$ cat config.mk
export PLATFORM = sky130hd
export DESIGN_NAME = pulse_period_meter_flat
export DESIGN_NICKNAME = d
export VERILOG_FILES = /design/src/rtl/pulse_period_meter_if.sv /design/src/rtl/pulse_period_meter.sv /design/src/flat_wrapper.sv
export SDC_FILE = /design/constraint.sdc
export NUM_CORES = 1
export LEC_CHECK = 0
export ABC_CLOCK_PERIOD_IN_PS = 2330
export CORE_MARGIN = 2
export CORE_UTILIZATION = 53
export DETAILED_ROUTE_END_ITERATION = 8
export GPL_TIMING_DRIVEN = 0
export PLACE_DENSITY = 0.9
export SYNTH_ARGS = -nofsm -noshare
export SYNTH_HDL_FRONTEND = slang
export SYNTH_SLANG_ARGS = --single-unit
$ cat constraint.sdc
create_clock -name clk -period 2.33 [get_ports clk]
set_input_delay 0.466 -clock clk [delete_from_list [all_inputs] [get_ports clk]]
set_output_delay 0.466 -clock clk [all_outputs]
set_load 0.02 [all_outputs]
$ cat src/rtl/pulse_period_meter_if.sv
// Result handshake from pulse_period_meter to its consumer (video-timing checker/config).
interface pulse_period_meter_if #(
    parameter int CNT_W = 16
);
    logic [CNT_W-1:0] period_out;
    logic             period_valid;
    logic             period_ready;

    modport master (output period_out, output period_valid, input period_ready);
    modport slave  (input period_out, input period_valid, output period_ready);
endinterface

$ cat src/rtl/pulse_period_meter.sv
// Recovers the clk-cycle period of a synchronous strobe and flags missing pulses.
// Optional period-lock tracking is compiled in with `define PERIOD_LOCK_EN.
module pulse_period_meter #(
    parameter int CNT_W    = 16,
    parameter int MAX      = 65535,
    parameter int LOCK_CNT = 4
) (
    input  logic                 clk,
    input  logic                 rst,
    input  logic                 meas_ena,
    input  logic                 pulse_in,
    pulse_period_meter_if.master res,
    output logic                 timeout,
    output logic                 overrun,
    output logic                 busy,
    output logic                 locked
);

    if (MAX < 2 || MAX >= (2 ** CNT_W) || LOCK_CNT < 1) begin : g_param_check
        $error("pulse_period_meter: MAX must be in [2, 2**CNT_W) and LOCK_CNT >= 1");
    end

    typedef enum logic [1:0] {
        IDLE = 2'd0,
        ARM  = 2'd1,
        MEAS = 2'd2
    } state_t;

    state_t           state;
    state_t           state_nxt;
    logic [CNT_W-1:0] cnt;
    logic [CNT_W-1:0] cnt_nxt;
    logic             pulse_d;
    logic             rise;
    logic             capture;
    logic             timeout_nxt;
    logic             drop;

    assign rise = pulse_in & ~pulse_d;
    assign busy = (state != IDLE);
    // A capture is lost only when the held result is still unaccepted this cycle.
    assign drop = capture & res.period_valid & ~res.period_ready;

    always_ff @(posedge clk) begin
        if (rst) begin
            state <= IDLE;
        end else begin
            state <= state_nxt;
        end
    end

    always_comb begin
        state_nxt   = state;
        cnt_nxt     = cnt;
        capture     = 1'b0;
        timeout_nxt = 1'b0;
        if (!meas_ena) begin
            state_nxt = IDLE;
            cnt_nxt   = '0;
        end else begin
            case (state)
                IDLE: begin
                    cnt_nxt   = '0;
                    state_nxt = ARM;
                end
                ARM: begin
                    if (rise) begin
                        state_nxt = MEAS;
                        cnt_nxt   = CNT_W'(1);
                    end
                end
                MEAS: begin
                    if (rise) begin
                        capture = 1'b1;
                        cnt_nxt = CNT_W'(1);
                    end else if (cnt == CNT_W'(MAX)) begin
                        timeout_nxt = 1'b1;
                        state_nxt   = ARM;
                        cnt_nxt     = '0;
                    end else begin
                        cnt_nxt = cnt + CNT_W'(1);
                    end
                end
                default: begin
                    state_nxt = IDLE;
                    cnt_nxt   = '0;
                end
            endcase
        end
    end

    always_ff @(posedge clk) begin
        if (rst) begin
            cnt              <= '0;
            pulse_d          <= 1'b1;
            timeout          <= 1'b0;
            overrun          <= 1'b0;
            res.period_out   <= '0;
            res.period_valid <= 1'b0;
        end else begin
            cnt     <= cnt_nxt;
            pulse_d <= pulse_in;
            timeout <= timeout_nxt;
            if (capture && !drop) begin
                res.period_out   <= cnt;
                res.period_valid <= 1'b1;
            end else if (res.period_valid && res.period_ready) begin
                res.period_valid <= 1'b0;
            end
            if (!meas_ena) begin
                overrun <= 1'b0;
            end else if (drop) begin
                overrun <= 1'b1;
            end
        end
    end

`ifdef PERIOD_LOCK_EN
    localparam int LOCK_W = $clog2(LOCK_CNT + 1);

    logic [CNT_W-1:0]  last_period;
    logic [LOCK_W-1:0] match_cnt;

    function automatic logic [LOCK_W-1:0] sat_inc(input logic [LOCK_W-1:0] v);
        return (v == LOCK_W'(LOCK_CNT)) ? v : v + LOCK_W'(1);
    endfunction

    // Dropped captures still count: lock reflects the pulse train, not the consumer.
    always_ff @(posedge clk) begin
        if (rst) begin
            last_period <= '0;
            match_cnt   <= '0;
        end else if (capture) begin
            last_period <= cnt;
            match_cnt   <= (cnt == last_period) ? sat_inc(match_cnt) : LOCK_W'(1);
        end else if (state_nxt != MEAS) begin
            match_cnt <= '0;
        end
    end

    assign locked = (match_cnt == LOCK_W'(LOCK_CNT));
`else
    assign locked = 1'b0;
`endif

endmodule
$ cat src/flat_wrapper.sv
// flat-port wrapper written by rule: the top's interface ports become plain ports
module pulse_period_meter_flat 
#(
    parameter int CNT_W    = 16,
    parameter int MAX      = 65535,
    parameter int LOCK_CNT = 4
)
  (clk, rst, meas_ena, pulse_in, timeout, overrun, busy, locked, res_period_out, res_period_valid, res_period_ready);
  pulse_period_meter_if #(.CNT_W(CNT_W)) res_i ();
  input  logic clk;
  input  logic rst;
  input  logic meas_ena;
  input  logic pulse_in;
  output logic timeout;
  output logic overrun;
  output logic busy;
  output logic locked;
  output wire logic [$bits(res_i.period_out)-1:0] res_period_out;
  output wire logic [$bits(res_i.period_valid)-1:0] res_period_valid;
  input wire logic [$bits(res_i.period_ready)-1:0] res_period_ready;
  assign res_period_out = res_i.period_out;
  assign res_period_valid = res_i.period_valid;
  assign res_i.period_ready = res_period_ready;
  pulse_period_meter #(.CNT_W(CNT_W), .MAX(MAX), .LOCK_CNT(LOCK_CNT)) u_core (.clk(clk), .rst(rst), .meas_ena(meas_ena), .pulse_in(pulse_in), .res(res_i), .timeout(timeout), .overrun(overrun), .busy(busy), .locked(locked));
endmodule
# == Word-level counts from Yosys, hierarchy flattened ==
# Index checks and enable logic that the tools add are counted.
# word_totals
rom_bits,0
elab_cells,44
regBits,38
ram_bits,0
out_inout_bits,21
n_memories,0
latch_bits,0
# classes
multipliers,0
n_mux,14
div,0
bitwise_logic,7
n_shift,0
magnitude_cmp,0
addsub,1
n_reduce_logical,9
eq_ne,6
# op_table
operator,count
two-way mux 16 bit,3
case mux 16 bit (2 select lines),1
adder 16 x 1 -> 16 bit (second input constant),1
== test 16 bit (second input constant),1
two-way mux 1 bit,6
two-way mux 2 bit,3
case mux 2 bit (3 select lines),1
!= test 2 x 1 -> 1 bit (second input constant),2
inverter 1 bit,4
nonzero test 2 bit,2
OR reduction 4 bit,1
AND 1 bit,3
AND reduction 3 bit,1
== test 2 x 1 -> 1 bit (second input constant),1
== test 2 bit (second input constant),1
logical AND 1 bit,2
zero test 2 bit,1
!= test 2 bit (second input constant),1
OR reduction 2 bit,1
zero test 1 bit,1

# == Longest topological paths before layout ==
# depth
depth_word,10
ltp_mapped,9
depth_no_buf,6

# == Worst setup path before layout ==
# OpenSTA, ideal clock, no wires.
# synth_path
path_type,register to register
from,register u_core.cnt[0]
to,register u_core.state[0]
required_ns,2.207
period_less_slack_ns,1.968
slack_ns,0.362
path_buffers,1
t_arrival_ns,1.844
path_stages_with_launch,7
path_cell_list,dfxtp_1 > ha_1 > nand3_1 > or4_1 > buf_2 > o22ai_1 > mux2_1
# synth_between
elab_chain_cells,3
# synth_lines
element,line_no,source
start: declaration,pulse_period_meter.sv:31,logic [CNT_W-1:0] cnt;
start signal: assignment,pulse_period_meter.sv:101,cnt <= cnt_nxt;
== test 16 bit,pulse_period_meter.sv:76,end else if (cnt == CNT_W'(MAX)) begin
!= test 2 x 1 -> 1 bit (no line),n/a,
AND reduction 3 bit (no line),n/a,
end signal: assignment,pulse_period_meter.sv:48,state <= state_nxt;
end: declaration,pulse_period_meter.sv:29,state_t state;
# No other way between the ends.
# A chain may end at the register's enable or synchronous reset.

# == Final worst setup path ==
# layout_path
from,register u_core.cnt[1]
to,register u_core.state[1]
# The elaborated chain is that of the path after synthesis.

==> metrics <==
static leakage 0.686 nW; Final setup violation count 0; pre-CTS setup slack -0.270 ns; synthesized area 1810 um2; I/O pin count 26; Worst-path clk slew 0.11 ns; drc violations 0; Sink Count 38; TritonCTS clock tree built; vias in the first global route 1533; Setup TNS 0 ns; final hold violation count 0; WS Path Type flip-flop to flip-flop; PwrDens ~540 nW/um2; layout cell share with drive strength beyond 1 roughly 9%; hold path endpoint u_core.res.period_out[3]; sequential-to-total area share from yosys stat roughly 42%; number of placement rows 21; DRT Pass-1 Iters 4; Slew @ Worst Pin 0.660 ns; total power 1.19 mW; total length of routed wires 3970 um; Setup Skew 0.00674 ns; Final Wtd Congestion 0.827; Wirelength per Cell 13.1 um; Initial Util ~55%; Post-CTS Setup Repair Bufs 0; asr flop ratio synth 0%; die extent in x about 62 um; total CTS buffers 5; Hold Path Stages 2; largest net degree at the start of global routing 12; status completed; flop and latch count out of synthesis 38; crit share post-route 93.1%; overall fraction of global-route tracks in use 21.8%; port bufs 24; first-pass GRT wire length 6700 um; CTS H-tree depth 2; HP Class flip-flop to flip-flop; CTS resizes 0; die area just under 4000 um2; FF-to-FF setup slack between 0.15 and 0.2 ns; die height 62.4 um; Detail Placement HPWL 2850 um; post-synth cell types 44; clk buf depth 2; slew margin rel. 55.8%; RSZ-0062 raised after global routing no; Syn-to-layout area delta 21.4%; YS warnings 0; placed cells between 200 and 300; grt ovf 0; Hold WS 0.459 ns; syn_nets 236; syn_area_per_cell 7.99 um2; remaining antenna violation count 0; clock root cell clkbuf_4; Hold Buf Count CTS 0; arrival time of the worst setup path 2.41 ns; number of flops mapped to enable cells by yosys 0; core area 3310 um2; initial antenna violation count 0; detailed-route via count 1701; CP Launch Type flip-flop; Syn Inst Count around 230; Setup WS post-layout between 0.15 and 0.2 ns; antenna cells 0; critical path capture point type flip-flop; r2r endpoint u_core.state[1]; fill count 288; count of pins over their slew limit 0; VDD IR-drop max 0.000415 V; worst-skew pair later-pin latency ~0.35 ns; fin crit period 2.17 ns; Hold Crit Start u_core.res.period_out[3]; CP Data Required Time roughly 2.6 ns; fmax 461 MHz; R2R depth 7; non-filler cells, final 303; # nets final 267; peak fanout along the critical path 10; Max-Cap Viols 0; vias per std cell 5.61; RR Startpoint u_core.cnt[1]; iteration-0 DRC count of the detailed router 76; Main synth FF type dfxtp_1
## metrics by stage
step / util [%] / cell area, um2
finish: 66.3 / 2190
global route: 66.3 / 2190
CTS: 66.0 / 2190
detailed placement: 63.6 / 2100
global placement: 63.6 / 2100
floorplan: - / 1810
## synth_stat cells, drive strengths merged, types with 2 or more instances
cell type | n | area [um2]
nand2 | 46 | 173
dfxtp | 38 | 761
a21oi | 24 | 124
nand3 | 11 | 55.1
nor2 | 10 | 37.5
clkbuf | 9 | 33.8
nand4 | 8 | 62.6
o21ai | 8 | 40.0
buf | 7 | 38.8
inv | 6 | 22.5
nor3 | 6 | 30.0
a211oi | 5 | 42.5
a31oi | 5 | 31.3
ha | 5 | 62.6
nand2b | 4 | 25.0
or3 | 4 | 30.0
nand4b | 3 | 26.3
nor2b | 3 | 18.8
o21a | 3 | 22.5
or4 | 3 | 22.5
o211ai | 2 | 15.0
## cells by family after synthesis
group / count (synthesis) / share of synthesized area [%]
AO/OA/AOI/OAI: 54 / 18.6
XOR/XNOR: 1 / 0.485
adder cells (fa/ha/maj): 5 / 3.46
buffers and inverters: 22 / 5.26
flip-flops: 38 / 42.1
multiplexers: 2 / 1.18
other: 1 / 0.208
AND/OR/NAND/NOR: 103 / 28.7
## flip-flops by register name (all words and copies together) (netlist names)
signal and flops:
u_core.pulse_d 1, u_core.overrun 1, u_core.res.period_out 16, u_core.state 2
u_core.timeout 1, u_core.cnt 16, u_core.res.period_valid 1
## how the worst max path moves through the flow
stage / startpoint / end / slack, ns / depth (start not counted)
global route: u_core.state[1] / u_core.cnt[10] / 0.02 / 8
finish: u_core.cnt[1] / u_core.state[1] / 0.16 / 7
floorplan: u_core.cnt[0] / u_core.state[0] / 0.36 / 6
global placement: pulse_in / u_core.cnt[12] / -0.27 / 6
detailed placement: pulse_in / u_core.cnt[12] / -0.27 / 6
CTS: u_core.state[0] / u_core.cnt[12] / 0.06 / 7
## critical path: stages (launching register included)
cell and delay (ns):
dfxtp_1 0.44, ha_1 0.24, nand3_1 0.20, or4_1 0.55
buf_2 0.18, buf_2 0.20, o21ai_1 0.16, a21oi_1 0.10
## area by class of cell
cell class	count	area [um2]	share of cell area (%)
multi-input combinational	166	956	43.6
sequential	38	762	34.7
clock buffer	6	51.3	2.34
timing repair buffer	24	240	11.0
clock inverter	1	30.0	1.37
inverter	6	22.5	1.03
buffer	16	73.8	3.37
tap	46	57.6	2.62
## layer usage
layer  track usage (%)  wire, um
met3              6.13       201
met4              11.1        94
met2              35.3      1890
met1              26.4      1790
met5                 0         0
## where the power goes
group / leakage, nW / switching, mW / internal (mW)
clock network: 0.0443 / 0.217 / 0.250
registers: 0.307 / 0.00186 / 0.652
logic: 0.335 / 0.0414 / 0.0235
total: 0.686 / 0.260 / 0.925
## placed cells by master (no fill, tap or decap), types with 3 or more instances in the layout
cell type and instances:
a211oi_1 4, a21oi_1 23, a31oi_1 5, buf_2 4
clkbuf_1 8, clkbuf_4 5, clkdlybuf4s50_1 24, dfxtp_1 37
ha_1 5, inv_1 6, nand2_1 46, nand2b_1 4
nand3_1 11, nand4_1 6, nand4b_1 3, nor2_1 10
nor2b_1 3, nor3_1 5, o21a_1 3, o21ai_0 7
or3_1 3, or4_1 3
No activity file was read; power rests on OpenSTA's default activity.
